## config.mk

```make
export PLATFORM = sky130hd
export DESIGN_NAME = larger_stim_seq
export DESIGN_NICKNAME = d
export VERILOG_FILES = /design/src/rtl/larger_tb_pkg.sv /design/src/rtl/larger_stim_seq_misr.sv /design/src/rtl/larger_stim_seq.sv
export SDC_FILE = /design/constraint.sdc
export NUM_CORES = 1
export LEC_CHECK = 0
export ABC_AREA = 1
export CAP_MARGIN = 10
export CORE_UTILIZATION = 30
export CTS_CLUSTER_DIAMETER = 30
export DETAILED_ROUTE_END_ITERATION = 8
export GPL_ROUTABILITY_DRIVEN = 0
export GPL_TIMING_DRIVEN = 0
export PLACE_DENSITY = 0.46
export SLEW_MARGIN = 20
export SYNTH_ARGS = -nofsm -noshare
export SYNTH_HDL_FRONTEND = slang
export SYNTH_SLANG_ARGS = --single-unit
```

## constraint.sdc

```tcl
create_clock -name CLK -period 1.9 [get_ports CLK]
set_input_delay 0.38 -clock CLK [delete_from_list [all_inputs] [get_ports CLK]]
set_output_delay 0.38 -clock CLK [all_outputs]
set_load 0.005 [all_outputs]
```

## src/rtl/larger_tb_pkg.sv

```systemverilog
// ----------------------------------------------------------------------------
// larger_tb_pkg: shared constants, state encoding and vector-order helper
// Revision: 1.0
// ----------------------------------------------------------------------------
`default_nettype none

package larger_tb_pkg;

  localparam int          NUM_VEC      = 8;
  localparam logic [15:0] POLY_DEFAULT = 16'h1021;

  typedef logic [1:0] state_t;

  localparam state_t ST_IDLE   = 2'd0;
  localparam state_t ST_DRIVE  = 2'd1;
  localparam state_t ST_SAMPLE = 2'd2;
  localparam state_t ST_DONE   = 2'd3;

  function automatic logic [2:0] gray3(input logic [2:0] idx);
    return idx ^ (idx >> 1);
  endfunction

endpackage

`default_nettype wire

```

## src/rtl/larger_stim_seq_misr.sv

```systemverilog
// ----------------------------------------------------------------------------
// misr16: 16-bit multiple-input signature register folding in two bits per step
// Revision: 1.0
// ----------------------------------------------------------------------------
`default_nettype none

module misr16
  import larger_tb_pkg::*;
#(
  parameter logic [15:0] POLY    = POLY_DEFAULT,
  parameter logic [15:0] RST_VAL = 16'h0000
) (
  input  logic        clk,
  input  logic        rst,
  input  logic        load,
  input  logic [15:0] seed,
  input  logic        en,
  input  logic [1:0]  din,
  output logic [15:0] sig
);

  logic [15:0] sig_q;
  logic [15:0] sig_d;

  always_comb begin
    sig_d = sig_q;
    if (load) begin
      sig_d = seed;
    end else if (en) begin
      sig_d = {sig_q[14:0], 1'b0} ^ (sig_q[15] ? POLY : 16'h0000) ^ {14'b0, din};
    end
  end

  always_ff @(posedge clk or posedge rst) begin
    if (rst) begin
      sig_q <= RST_VAL;
    end else begin
      sig_q <= sig_d;
    end
  end

  assign sig = sig_q;

endmodule

`default_nettype wire

```

## src/rtl/larger_stim_seq.sv

```systemverilog
// ----------------------------------------------------------------------------
// larger_stim_seq: drives all 8 A/B/C vectors, settles, and signs P/Q into a MISR
// Revision: 1.0
// ----------------------------------------------------------------------------
`default_nettype none

module larger_stim_seq
  import larger_tb_pkg::*;
#(
  parameter int          SETTLE = 1,
  parameter logic [15:0] SEED   = 16'h0000,
  parameter logic [15:0] POLY   = POLY_DEFAULT
) (
  input  logic        CLK,
  input  logic        RST,
  input  logic        start,
  input  logic        mode,
  input  logic        abort,
  output logic        A,
  output logic        B,
  output logic        C,
  input  logic        P,
  input  logic        Q,
  output logic        sample,
  output logic        busy,
  output logic        done,
  output logic [2:0]  vec_idx,
  output logic [15:0] signature
);

  localparam logic [7:0] C_LAST_CNT = 8'(SETTLE - 1);
  localparam logic [2:0] C_LAST_IDX = 3'(NUM_VEC - 1);

  state_t     state_q, state_d;
  logic [7:0] cnt_q, cnt_d;
  logic [2:0] idx_q, idx_d;
  logic [2:0] abc_q, abc_d;
  logic       mode_q, mode_d;
  logic       sample_q, sample_d;
  logic       busy_q, busy_d;
  logic       done_q, done_d;
  logic       misr_load;
  logic       misr_en;
  logic [2:0] w_next_idx;

  assign w_next_idx = idx_q + 3'd1;

  // Outputs are registered, so each *_d reflects what the next state presents.
  always_comb begin
    state_d   = state_q;
    cnt_d     = cnt_q;
    idx_d     = idx_q;
    abc_d     = abc_q;
    mode_d    = mode_q;
    busy_d    = busy_q;
    sample_d  = 1'b0;
    done_d    = 1'b0;
    misr_load = 1'b0;
    misr_en   = 1'b0;
    case (state_q)
      ST_IDLE: begin
        if (start) begin
          state_d   = ST_DRIVE;
          cnt_d     = 8'd0;
          idx_d     = 3'd0;
          abc_d     = gray3(3'd0);
          mode_d    = mode;
          busy_d    = 1'b1;
          misr_load = 1'b1;
        end
      end
      ST_DRIVE, ST_SAMPLE: begin
        if (abort) begin
          state_d = ST_IDLE;
          busy_d  = 1'b0;
          abc_d   = 3'd0;
        end else if (state_q == ST_DRIVE) begin
          if (cnt_q == C_LAST_CNT) begin
            state_d  = ST_SAMPLE;
            sample_d = 1'b1;
          end else begin
            cnt_d = cnt_q + 8'd1;
          end
        end else begin
          misr_en = 1'b1;
          if (idx_q == C_LAST_IDX) begin
            state_d = ST_DONE;
            busy_d  = 1'b0;
            done_d  = 1'b1;
          end else begin
            state_d = ST_DRIVE;
            cnt_d   = 8'd0;
            idx_d   = w_next_idx;
            abc_d   = mode_q ? gray3(w_next_idx) : w_next_idx;
          end
        end
      end
      ST_DONE: state_d = ST_IDLE;
      default: state_d = ST_IDLE;
    endcase
  end

  always_ff @(posedge CLK or posedge RST) begin
    if (RST) begin
      state_q  <= ST_IDLE;
      cnt_q    <= 8'd0;
      idx_q    <= 3'd0;
      abc_q    <= 3'd0;
      mode_q   <= 1'b0;
      sample_q <= 1'b0;
      busy_q   <= 1'b0;
      done_q   <= 1'b0;
    end else begin
      state_q  <= state_d;
      cnt_q    <= cnt_d;
      idx_q    <= idx_d;
      abc_q    <= abc_d;
      mode_q   <= mode_d;
      sample_q <= sample_d;
      busy_q   <= busy_d;
      done_q   <= done_d;
    end
  end

  misr16 #(
    .POLY    (POLY),
    .RST_VAL (SEED)
  ) u_misr (
    .clk  (CLK),
    .rst  (RST),
    .load (misr_load),
    .seed (SEED),
    .en   (misr_en),
    .din  ({P, Q}),
    .sig  (signature)
  );

  assign A       = abc_q[2];
  assign B       = abc_q[1];
  assign C       = abc_q[0];
  assign sample  = sample_q;
  assign busy    = busy_q;
  assign done    = done_q;
  assign vec_idx = idx_q;

endmodule

`default_nettype wire

```

# --- Word level (Yosys, flattened, before mapping) ---
# Index checks and enable logic that the tools add are counted.
totals:
  inputBits: 7
  output_inout_bits: 25
  ff_bits: 36
  wordCells: 82
classes:
  n_addsub: 2
  n_mux: 43
  reduce_logical: 11
  eq_ne: 14
  bitwise_logic: 3
ops:
  columns: ["op", "n"]
  rows:
  - ["2-to-1 mux 8 bit", 5]
  - ["2-to-1 mux 16 bit", 2]
  - ["2-to-1 mux 3 bit", 8]
  - ["2-to-1 mux 1 bit", 17]
  - ["case mux 8 bit (2 select lines)", 1]
  - ["bitwise XOR 16 bit", 1]
  - ["bitwise XOR 16 x 2 -> 16 bit", 1]
  - ["!= test 3 bit (second input constant)", 5]
  - ["2-to-1 mux 13 bit", 1]
  - ["case mux 3 bit (2 select lines)", 2]
  - ["2-to-1 mux 2 bit", 5]
  - ["AND reduction 5 bit", 2]
  - ["adder 8 x 1 -> 8 bit (second input constant)", 1]
  - ["zero test 8 bit", 1]
  - ["!= test 2 bit (second input constant)", 4]
  - ["AND reduction 4 bit", 2]
  - ["case mux 2 bit (3 select lines)", 1]
  - ["equality test 2 bit (second input constant)", 2]
  - ["!= test 4 bit (second input constant)", 1]
  - ["AND reduction 2 bit", 2]
  - ["nonzero test 2 bit", 2]
  - ["adder 3 x 1 -> 3 bit (second input constant)", 1]
  - ["equality test 3 bit (second input constant)", 1]
  - ["bitwise XOR 3 x 2 -> 3 bit", 1]
  - ["4 further kinds", 4]

# --- Logic depth before layout (Yosys ltp) ---
depth:
  word_depth: 7
  ltp_mapped: 10
  mapped_depth_nobuf: 10

# --- Cells and area by module ---
# From an unflattened synthesis, not the netlist that was laid out.
unflattened:
  hier_cells: 262
  area_unflattened_um2: 1975.6
by_module_without_submodules:
  columns: ["module", "area_each_um2", "cells_each", "instances", "seq_area_each_um2"]
  rows:
  - ["larger_stim_seq", 1186.1, 156, 1, 500.5]
  - ["misr16", 789.5, 106, 1, 400.4]

# --- Worst setup path before layout ---
# OpenSTA, ideal clock, no wires.
synth_path:
  path_type: "register to register"
  from: "register idx_q[0] (netlist: vec_idx[0])"
  to: "register abc_q[1]"
  setup_time_ps: 77
  t_arrival_ps: 1436
  synth_period_minus_slack_ps: 1513
  path_stages_with_launch: 7
  path_buffers: 0
  setup_slack_ps: 387
  t_required_ps: 1823
  cell_sequence: "dfrtp_1 -> ha_1 -> ha_1 -> nand2_1 -> xor2_1 -> or2_2 -> a21oi_1"
synth_via:
  elab_chain_len: 7
  word_cells_on_any_way: 10
  cone_classes: "add/sub (1); eq/ne (2); mux (5); bitwise (1); reduce/logical (1)"
synth_rtl:
  columns: ["item", "line", "source"]
  rows:
  - ["start: declaration", "larger_stim_seq.sv:36", "logic [2:0] idx_q, idx_d;"]
  - ["start signal: assignment", "larger_stim_seq.sv:116", "idx_q <= idx_d;"]
  - ["adder 3 x 1 -> 3 bit", "larger_stim_seq.sv:46", "assign w_next_idx = idx_q + 3'd1;"]
  - ["bitwise XOR 3 x 2 -> 3 bit", "larger_tb_pkg.sv:20", "return idx ^ (idx >> 1);"]
  - ["2-to-1 mux 3 bit", "larger_stim_seq.sv:94", "abc_d = mode_q ? gray3(w_next_idx) : w_next_idx;"]
  - ["2-to-1 mux 3 bit", "larger_stim_seq.sv:86", "if (idx_q == C_LAST_IDX) begin"]
  - ["2-to-1 mux 3 bit", "larger_stim_seq.sv:77", "end else if (state_q == ST_DRIVE) begin"]
  - ["2-to-1 mux 3 bit", "larger_stim_seq.sv:73", "if (abort) begin"]
  - ["case mux 3 bit (2 select lines)", "larger_stim_seq.sv:60", "case (state_q)"]
  - ["end signal: assignment", "larger_stim_seq.sv:108", "abc_q <= 3'd0;"]
  - ["end signal: assignment", "larger_stim_seq.sv:117", "abc_q <= abc_d;"]
  - ["end: declaration", "larger_stim_seq.sv:37", "logic [2:0] abc_q, abc_d;"]
# Parallel ways exist; a longest one is shown, timed or not. The select of a mux whose other input is x is not followed.
# A chain may end at the register's enable or synchronous reset.

# --- Worst setup path after layout ---
layout_path:
  from: "register u_misr.sig_q[15] (netlist: u_misr.sig[15])"
  to: "output signature[15]"
layout_lines:
  columns: ["item", "line", "source"]
  rows:
  - ["start: declaration", "larger_stim_seq_misr.sv:22", "logic [15:0] sig_q;"]
  - ["start signal: assignment", "larger_stim_seq_misr.sv:38", "sig_q <= sig_d;"]
  - ["end: declaration", "larger_stim_seq.sv:28", "output logic [15:0] signature"]
# No word-level cell between the ends.

==> results by group <==
Clock network
  – Clk_lat worst skew: between 0.2 and 0.3 ns
  – CTS HTree Levels: 2
  – CTS Root Buffer Type: clkbuf_8
  – Clock Tree Buf Depth: 2
  – CTS Buf Count: 5
  – Hold buffers post-CTS: 0
  – Clock-pin transition on the worst setup and hold timing paths: 0.07 ns
  – CTS sink count: 36
  – CTS tree: built

Route
  – Vias: 1517
  – DR iter-0 viols: 49
  – Routed len/inst: 12.1 um
  – Iteration count of the initial detailed-routing pass: 4
  – Total Routed Length: between 4 and 5 mm
  – DRT antenna net count: 0
  – Vias per inst: 4.46
  – Drt drc: 0

Yosys
  – FFs w/ async S/R, synth: 1.00
  – Post-Synthesis Cells: 226
  – Syn_area_per_cell: 8.38 um^2
  – Most numerous cell in the Yosys netlist: nand2_1
  – #FFs+latches synth: 36
  – Cell Area, Synth: 1890 um^2
  – Area contributors post-synth: dfrtp_1 48%, nand2_1 13%, nand3_1 6.3%
  – Register area share after synthesis: 0.476
  – Area leader, netlist: dfrtp_1
  – Commonest cells in the netlist: 64 x nand2_1, 36 x dfrtp_1, 24 x nand3_1
  – Cell variety after synth: 26
  – Yosys Warn Count: 0
  – Yosys top cell area share: 0.476
  – Syn_nets: 242
  – Top FF cell, synth: dfrtp_1
  – EDFF count, synth: 0

Timing
  – Fmax: between 0.5 and 0.6 GHz
  – Worst Skew: ~0.0074 ns
  – Minimum clock period: around 1.7 ns
  – Final count of negative-setup-slack endpoints: 0
  – Crit share post-route: 0.902
  – Fin. Hold Viols: 0
  – Relative slew slack: 0.794
  – Worst Slack Setup Final: 0.187 ns
  – Final Max Tran Viols: 0
  – RSZ-0062 raised after global routing: false
  – Worst-Margin Slew: 0.308 ns

Critical path
  – Crit path cell chain: clkdlybuf4s50_1
  – Largest stage delay, worst path: ~0.56 ns
  – Worst EP required: approximately 1.5 ns
  – Crit-path max FO: 6
  – Crit path kind: reg2out
  – Buf+Inv Stages, Crit Path: 1
  – Critical-path top delay cell: clkdlybuf4s50_1
  – Largest delay share family, worst path: buffers and inverters
  – Crit path arrival time: 1.33 ns
  – Crit start category: flop
  – Worst Setup End Kind: output port

Finish
  – Finished Core Util: 0.405
  – P&R area growth vs syn: 28.1%
  – N_diodes: 0
  – Fill cells: ~620
  – Sequential Area: between 900 and 1000 um^2
  – Layout cells sized above 1: 0.109
  – Area of the multi-input gates: between 800 and 900 um^2
  – Fin nets: 281

GRT
  – Pin count of the biggest net entering global routing: 29
  – Global-route wire length before repair: 6.95 mm
  – Grt total ovfl: 0
  – Initial antenna violation count: 0
  – Vias in the first global route: 1514
  – GRT Overall Usage: 0.138

Floorplan
  – Die area: 6630 um^2
  – Starting Density: 0.316
  – Die height: between 80 and 90 um
  – Chip width: slightly above 80 um
  – Ports: 32
  – Row count: 28
  – Core Area: ~6000 um^2

Hold path
  – HP Class: in2async

Placed design
  – PortBufs: 31
  – Pre-CTS setup slack: approximately 0.057 ns
  – Final HPWL DP: between 3 and 4 mm

Power and ir drop
  – Max VDD drop: slightly above 0.5 mV
  – Leak: 1.17 nW
  – Pwr/cell area: 1300 nW/um^2

Status
  – Status: finished clean

Run
  – Maxcap violations: 0
-- stage by stage --
| stage | cell area [um^2] | setup TNS, ns | std cells | total power [mW] | hold slack, ns |
|---|---|---|---|---|---|
| floorplan | 1890 | 0 | 226 | 2.08 | 0.442 |
| detailed placement | 2320 | 0 | 333 | 2.57 | 0.466 |
| CTS | 2410 | 0 | 340 | 3.19 | 0.346 |
| global placement | 2300 | -9.37 | 332 | 2.58 | 0.463 |
| global route | 2420 | 0 | 340 | 3.45 | 0.356 |
| finish | 2420 | 0 | 340 | 3.16 | 0.334 |
-- cells by family after synthesis --
group / after synthesis / share of synthesized area
AO/OA/AOI/OAI: 29 / 0.0872
buffers and inverters: 27 / 0.0714
adder cells (fa/ha/maj): 9 / 0.0595
XOR/XNOR: 7 / 0.0324
AND/OR/NAND/NOR: 118 / 0.274
flip-flops: 36 / 0.476
-- state kept, by name, summed over array words and instances (netlist names) --
name,count
abc_q,3
busy,1
cnt_q,8
done,1
mode_q,1
sample,1
state_q,2
u_misr.sig,16
vec_idx,3
-- cells in the final DEF, fill, tap and decap left out, types with 2 or more instances in the layout --
| master | Yosys | routed |
|---|---|---|
| nand2_2 | 4 | 4 |
| inv_2 | 2 | 3 |
| xor2_1 | 4 | 4 |
| nand3_1 | 24 | 24 |
| inv_1 | 18 | 17 |
| o21ai_1 | 6 | 6 |
| o21ai_0 | 12 | 12 |
| ha_1 | 9 | 9 |
| clkdlybuf4s50_1 | 0 | 31 |
| a21oi_1 | 3 | 3 |
| nor2_1 | 17 | 17 |
| nand2_1 | 64 | 64 |
| clkbuf_8 | 0 | 7 |
| dfrtp_1 | 36 | 36 |
| buf_2 | 3 | 3 |
| xnor2_1 | 3 | 3 |
| o31ai_1 | 6 | 6 |
| or2_2 | 2 | 2 |
| buf_6 | 4 | 4 |
-- layer usage --
metal | global-route usage | vias to the layer above | part of all wire
li1 | - | 807 | -
met3 | 0.0333 | 4 | 0.031
met1 | 0.178 | 686 | 0.50
met2 | 0.228 | 20 | 0.46
met5 | 0 | - | 0
met4 | 0.0429 | 0 | 0.0090
-- layout make-up --
class,instances,area share
Clock buffer,7,0.0397
Buffer,7,0.0248
Multi-Input combinational cell,163,0.358
Tap cell,75,0.0387
Sequential cell,36,0.372
Inverter,20,0.0310
Timing Repair Buffer,32,0.136
-- where the power goes --
| part | internal (mW) | switching [mW] | total [mW] |
|---|---|---|---|
| Clock | 0.323 | 0.265 | 0.588 |
| Combinational | 0.631 | 0.907 | 1.54 |
| Sequential | 0.920 | 0.115 | 1.04 |
-- worst paths after layout --
kind	start	endpoint	slack (ns)	depth (start not counted)
worst max-delay path	u_misr.sig[15]$_DFFE_PP0P_	signature[15]	0.19	1
worst min-delay path	RST	cnt_q[7]$_DFFE_PP0P_	0.33	2
worst max register to register	state_q[0]$_DFFE_PP0P_	cnt_q[4]$_DFFE_PP0P_	0.23	9
worst min register to register	state_q[1]$_DFFE_PP0P_	state_q[1]$_DFFE_PP0P_	0.48	2
max in group asynchronous	RST	abc_q[1]$_DFFE_PP0P_	1.15	3
min in group CLK	state_q[1]$_DFFE_PP0P_	state_q[1]$_DFFE_PP0P_	0.48	2
-- what timing repair did --
item                                   in CTS  in global routing
buffers inserted                            0                  0
endpoints found under the hold margin       0                  0
setup endpoints to repair                   0                  7
resized for setup                           0                  2
No activity file was read; power rests on OpenSTA's default activity.
